File: config.mk
export PLATFORM = sky130hd
export DESIGN_NAME = spi_mem_ctrl
export DESIGN_NICKNAME = d
export VERILOG_FILES = /design/src/rtl/spi_mem_ctrl_pkg.sv /design/src/rtl/spi_mem_ctrl_shifter.sv /design/src/rtl/spi_mem_ctrl.sv
export SDC_FILE = /design/constraint.sdc
export NUM_CORES = 1
export LEC_CHECK = 0
export BUFFER_PORTS_ARGS = -buffer_cell sky130_fd_sc_hd__buf_2
export CORE_UTILIZATION = 40
export DETAILED_ROUTE_END_ITERATION = 16
export MAX_ROUTING_LAYER = met4
export PLACE_DENSITY_LB_ADDON = 0.1
export SLEW_MARGIN = 20
export SYNTH_ARGS = -nofsm -noshare
export SYNTH_HDL_FRONTEND = slang
export SYNTH_SLANG_ARGS = --single-unit
File: constraint.sdc
create_clock -name clock -period 2.3 [get_ports clock]
set_input_delay 0.345 -clock clock [delete_from_list [all_inputs] [get_ports clock]]
set_output_delay 0.345 -clock clock [all_outputs]
set_load 0.01 [all_outputs]
File: src/rtl/spi_mem_ctrl_pkg.sv
// Shared types and constants for the memory responder and its SPI shifter.
package spi_mem_ctrl_pkg;

    typedef enum logic [1:0] {
        MEM_NOP   = 2'b00,
        MEM_READ  = 2'b01,
        MEM_WRITE = 2'b10
    } mem_ctrl_op_e;

    typedef enum logic {
        PC  = 1'b0,
        MAR = 1'b1
    } addr_sel_e;

    localparam logic [7:0] SPI_CMD_READ   = 8'h03;
    localparam logic [7:0] SPI_CMD_WRITE  = 8'h02;
    localparam int         SPI_ADDR_BITS  = 24;
    localparam int         SPI_FRAME_BITS = 40;

endpackage

File: src/rtl/spi_mem_ctrl_shifter.sv
// 40-bit MSB-first SPI frame shifter, mode 0, two system clocks per bit.
// The read byte is assembled from MISO during the final eight bits only.
module spi_shifter
    import spi_mem_ctrl_pkg::*;
(
    input  logic                      clock,
    input  logic                      reset,
    input  logic                      start,
    input  logic                      shift_en,
    input  logic                      capture_en,
    input  logic [SPI_FRAME_BITS-1:0] frame,
    input  logic                      spi_miso,
    output logic                      spi_sck,
    output logic                      spi_mosi,
    output logic [7:0]                rx_data,
    output logic                      last_bit
);

    localparam logic [5:0] BIT_LAST     = 6'd39;
    localparam logic [5:0] BIT_RX_FIRST = 6'd32;

    logic [SPI_FRAME_BITS-1:0] shift_reg;
    logic                      phase;
    logic [5:0]                bit_cnt;
    logic [7:0]                rx_reg;

    assign last_bit = shift_en && phase && (bit_cnt == BIT_LAST);

    always_ff @(posedge clock) begin
        if (!reset) begin
            shift_reg <= '0;
            phase     <= 1'b0;
            bit_cnt   <= '0;
            rx_reg    <= '0;
        end else if (start) begin
            shift_reg <= frame;
            phase     <= 1'b0;
            bit_cnt   <= '0;
            rx_reg    <= '0;
        end else if (shift_en) begin
            if (!phase) begin
                phase <= 1'b1;
            end else begin
                // Falling SCK: advance MOSI and sample MISO held stable over the high phase.
                phase     <= 1'b0;
                shift_reg <= {shift_reg[SPI_FRAME_BITS-2:0], 1'b0};
                if (capture_en && (bit_cnt >= BIT_RX_FIRST))
                    rx_reg <= {rx_reg[6:0], spi_miso};
                bit_cnt <= (bit_cnt == BIT_LAST) ? 6'd0 : bit_cnt + 6'd1;
            end
        end
    end

    assign spi_sck  = phase;
    assign spi_mosi = shift_reg[SPI_FRAME_BITS-1];
    assign rx_data  = rx_reg;

endmodule

File: src/rtl/spi_mem_ctrl.sv
// Memory responder: turns control-unit read/write requests into one SPI
// transaction on flash (PC) or RAM (MAR) and pulses mem_op_done on completion.
//
// state      | meaning
// IDLE       | sampling mem_ctrl_op each cycle
// SHIFT      | selected CS low, 40-bit frame on the wire
// CS_RELEASE | both CS high, read byte copied to data_out
// DONE       | one-cycle mem_op_done, request ignored
module spi_mem_ctrl
    import spi_mem_ctrl_pkg::*;
#(
    parameter int DATA_BUS_WIDTH = 8,
    parameter int ADDR_WIDTH     = 16
) (
    input  logic                      clock,
    input  logic                      reset,
    input  mem_ctrl_op_e              mem_ctrl_op,
    input  addr_sel_e                 addr_sel,
    input  logic [ADDR_WIDTH-1:0]     mem_addr,
    input  logic [DATA_BUS_WIDTH-1:0] data_in,
    output logic [DATA_BUS_WIDTH-1:0] data_out,
    output logic                      mem_op_done,
    output logic                      spi_sck,
    output logic                      spi_mosi,
    input  logic                      spi_miso,
    output logic                      spi_cs_flash_n,
    output logic                      spi_cs_ram_n
);

    typedef enum logic [1:0] {
        IDLE       = 2'd0,
        SHIFT      = 2'd1,
        CS_RELEASE = 2'd2,
        DONE       = 2'd3
    } state_e;

    state_e                    state, state_nxt;
    logic                      start;
    logic                      is_read;
    logic                      last_bit;
    logic [7:0]                rx_data;
    logic [SPI_FRAME_BITS-1:0] frame;

    assign frame = (mem_ctrl_op == MEM_READ)
                 ? {SPI_CMD_READ,  SPI_ADDR_BITS'(mem_addr), 8'h00}
                 : {SPI_CMD_WRITE, SPI_ADDR_BITS'(mem_addr), data_in};

    always_ff @(posedge clock) begin
        if (!reset)
            state <= IDLE;
        else
            state <= state_nxt;
    end

    always_comb begin
        state_nxt = state;
        start     = 1'b0;
        case (state)
            IDLE: begin
                case (mem_ctrl_op)
                    MEM_READ: begin
                        start     = 1'b1;
                        state_nxt = SHIFT;
                    end
                    MEM_WRITE: begin
                        // Flash is read-only here: acknowledge without touching the bus.
                        if (addr_sel == MAR) begin
                            start     = 1'b1;
                            state_nxt = SHIFT;
                        end else begin
                            state_nxt = DONE;
                        end
                    end
                    default: state_nxt = IDLE;
                endcase
            end
            SHIFT:      if (last_bit) state_nxt = CS_RELEASE;
            CS_RELEASE: state_nxt = DONE;
            DONE:       state_nxt = IDLE;
            default:    state_nxt = IDLE;
        endcase
    end

    always_ff @(posedge clock) begin
        if (!reset) begin
            is_read        <= 1'b0;
            spi_cs_flash_n <= 1'b1;
            spi_cs_ram_n   <= 1'b1;
            data_out       <= '0;
        end else begin
            if (start) begin
                is_read        <= (mem_ctrl_op == MEM_READ);
                spi_cs_flash_n <= (addr_sel != PC);
                spi_cs_ram_n   <= (addr_sel != MAR);
            end else if (last_bit) begin
                spi_cs_flash_n <= 1'b1;
                spi_cs_ram_n   <= 1'b1;
            end
            if ((state == CS_RELEASE) && is_read)
                data_out <= rx_data;
        end
    end

    assign mem_op_done = (state == DONE);

    spi_shifter u_shifter (
        .clock      (clock),
        .reset      (reset),
        .start      (start),
        .shift_en   (state == SHIFT),
        .capture_en (is_read),
        .frame      (frame),
        .spi_miso   (spi_miso),
        .spi_sck    (spi_sck),
        .spi_mosi   (spi_mosi),
        .rx_data    (rx_data),
        .last_bit   (last_bit)
    );

endmodule

==> run metrics <==
largest net degree at the start of global routing=42; EDFF count, synth=0; Slew @ Worst Pin=0.437 ns; Critical Path RT=2.57 ns; DRC=0; Tmin final=1.80 ns; die height=86.1 µm; n_diodes=0; Tot GR Track Use=17.2%; initial DRC count=92; Post-synth top flop=dfxtp_1; area of the mapped netlist=0.00283 mm²; fmax=0.557 GHz; Final Hold Viols=0; Final Skew=0.00527 ns; CTS Buf Count=9; Worst Hold Class=in2reg; Post-synth top cells=nand2_1 (104), dfxtp_1 (68), a21oi_1 (34), nand3_1 (26), o211a_1 (17); # nets final=420; Inst Count DP=467; total gr overflow=0; Unique masters post-synth=33; initial antenna violation count=0; Avg Synthesized Cell Area=8.28 µm²; Worst EP arrival=2.06 ns; vias per cell=4.84; post-cts sizing count=0; final cell count without fillers=483; share of the synthesized area in the top cell type=48.1%; RSZ-0062 raised after global routing=false; top-count cell post-synth=nand2_1; TritonCTS clock tree=built; final wirelength=5710 µm; Area after DPL=0.00315 mm²; critical path type=reg2reg; setup tns final=0 ns; core area=0.00683 mm²; hold slack=0.196 ns; async set-reset flop share out of synthesis=0%; status=finished clean; Synth Instances=342; worst-path maximum fanout=17; TritonRoute pass-1 iters=4; PwrDens=878 mW/mm²; Net Count, Synth=380; initial core utilization=41.4%; share of cells above drive strength 1=17.8%; post-route clock period utilization=78.1%; clk sinks=68; Clock Tree Buf Depth=2; Seq/Total Area, Yosys=48.1%; Worst slew margin=70.6%; top cell type by total area after synthesis=dfxtp_1; die area=0.00742 mm²; detailed placement HPWL=3710 µm; postcts setup bufs=0; Clock Latency Late Sink=0.34 ns; global-route wire length before repair=9520 µm; port bufs=42; wire per inst=11.8 µm; Warnings, synthesis=0; Worst Setup End Kind=flop; Antenna Violating Nets Remaining=0; Area contributors post-synth=dfxtp_1 (48%), nand2_1 (14%), a21oi_1 (6.0%), o211a_1 (6.0%), nand3_1 (4.6%); final setup violation count=0; gpl congestion=0.725; hold-fix buffers at CTS=0; fin. max-slew vios=0; Worst VDD drop=0.398 mV; clk root buf=clkbuf_8; leak pwr=1.50 nW; DR vias=2336; H-tree levels=3; Startpoint Class=flop; clock-pin transition on the worst setup and hold timing paths=0.07 ns; Max Cap Viol=0; max reg flops=40; die span in x=86.1 µm; synthesis-to-finish area growth=19.3%; vias in the first global route=2050; Synth Register Bits=68; fin area=0.00338 mm²; num ports=43; Row Count=30
## worst paths after layout
check / start / to / slack, ns / cells past startpoint
worst max-delay path: state[1] / u_shifter.bit_cnt[3] / 0.50 / 7
worst min-delay path: data_in[4] / u_shifter.shift_reg[4] / 0.20 / 3
worst max register to register: state[1] / u_shifter.bit_cnt[3] / 0.50 / 7
worst min register to register: u_shifter.shift_reg[24] / u_shifter.shift_reg[25] / 0.45 / 2
## kinds of logic (layout without fill, tap and decap cells)
| kind of cell | Yosys count | after routing | share of synthesized area (%) |
|---|---|---|---|
| AO/OA/AOI/OAI | 68 | 68 | 16.0 |
| XOR/XNOR | 5 | 5 | 1.55 |
| adder cells (fa/ha/maj) | 8 | 8 | 3.54 |
| buffers and inverters | 30 | 75 | 4.55 |
| flip-flops | 68 | 68 | 48.1 |
| multiplexers | 8 | 8 | 2.83 |
| AND/OR/NAND/NOR | 155 | 155 | 23.5 |
## where the power goes
part	leakage, nW	total, W	internal [W]	switching, W
clock	0.116	0.00110	0.000640	0.000456
sequential	0.551	0.00134	0.00127	0.0000696
combinational	0.834	0.000526	0.000223	0.000302
## placed cells by master (no fill, tap or decap), types with 7 or more instances in the layout
cell type / synthesis / routed
ha_1: 8 / 8
nor2_1: 7 / 7
dfxtp_1: 68 / 68
o21ai_0: 10 / 10
a21oi_1: 34 / 34
buf_2: 10 / 42
mux2i_1: 8 / 8
clkbuf_8: 0 / 10
nand3_1: 26 / 26
o211a_1: 17 / 17
nand2_1: 104 / 104
inv_1: 9 / 9
## layout make-up
class	instances	area, µm²
Multi-Input combinational cell	244	1340
Clock inverter	6	87.6
Timing Repair Buffer	50	295
Tap cell	96	120
Sequential cell	68	1360
Clock buffer	10	138
Inverter	9	33.8
Fill cell	707	3460
## stage by stage
step | total power, W | worst slack, ns | util (%)
after CTS | 0.00301 | 0.485 | 49.4
after global routing | 0.00313 | 0.305 | 49.4
after floorplan | 0.00175 | 0.640 | -
after global placement | 0.00190 | 0.491 | 46.1
after detailed placement | 0.00191 | 0.456 | 46.1
final | 0.00296 | 0.504 | 49.4
## critical path, cell delays in order (launching register included)
cell	delay, ns
dfxtp_1	0.34
inv_1	0.08
ha_1	0.25
and2_1	0.41
buf_4	0.30
nand2_1	0.08
xor2_1	0.14
nor3_1	0.12
## layer usage
metal / wire length (µm) / global-route usage, % / vias to the layer above / part of all wire (%)
li1: - / - / 1237 / -
met1: 2890 / 21.8 / 1039 / 51
met2: 2490 / 25.4 / 48 / 44
met3: 193 / 3.85 / 12 / 3.4
met4: 131 / 9.55 / 0 / 2.3
met5: 0 / - / - / 0
No activity file was read; power rests on OpenSTA's default activity.
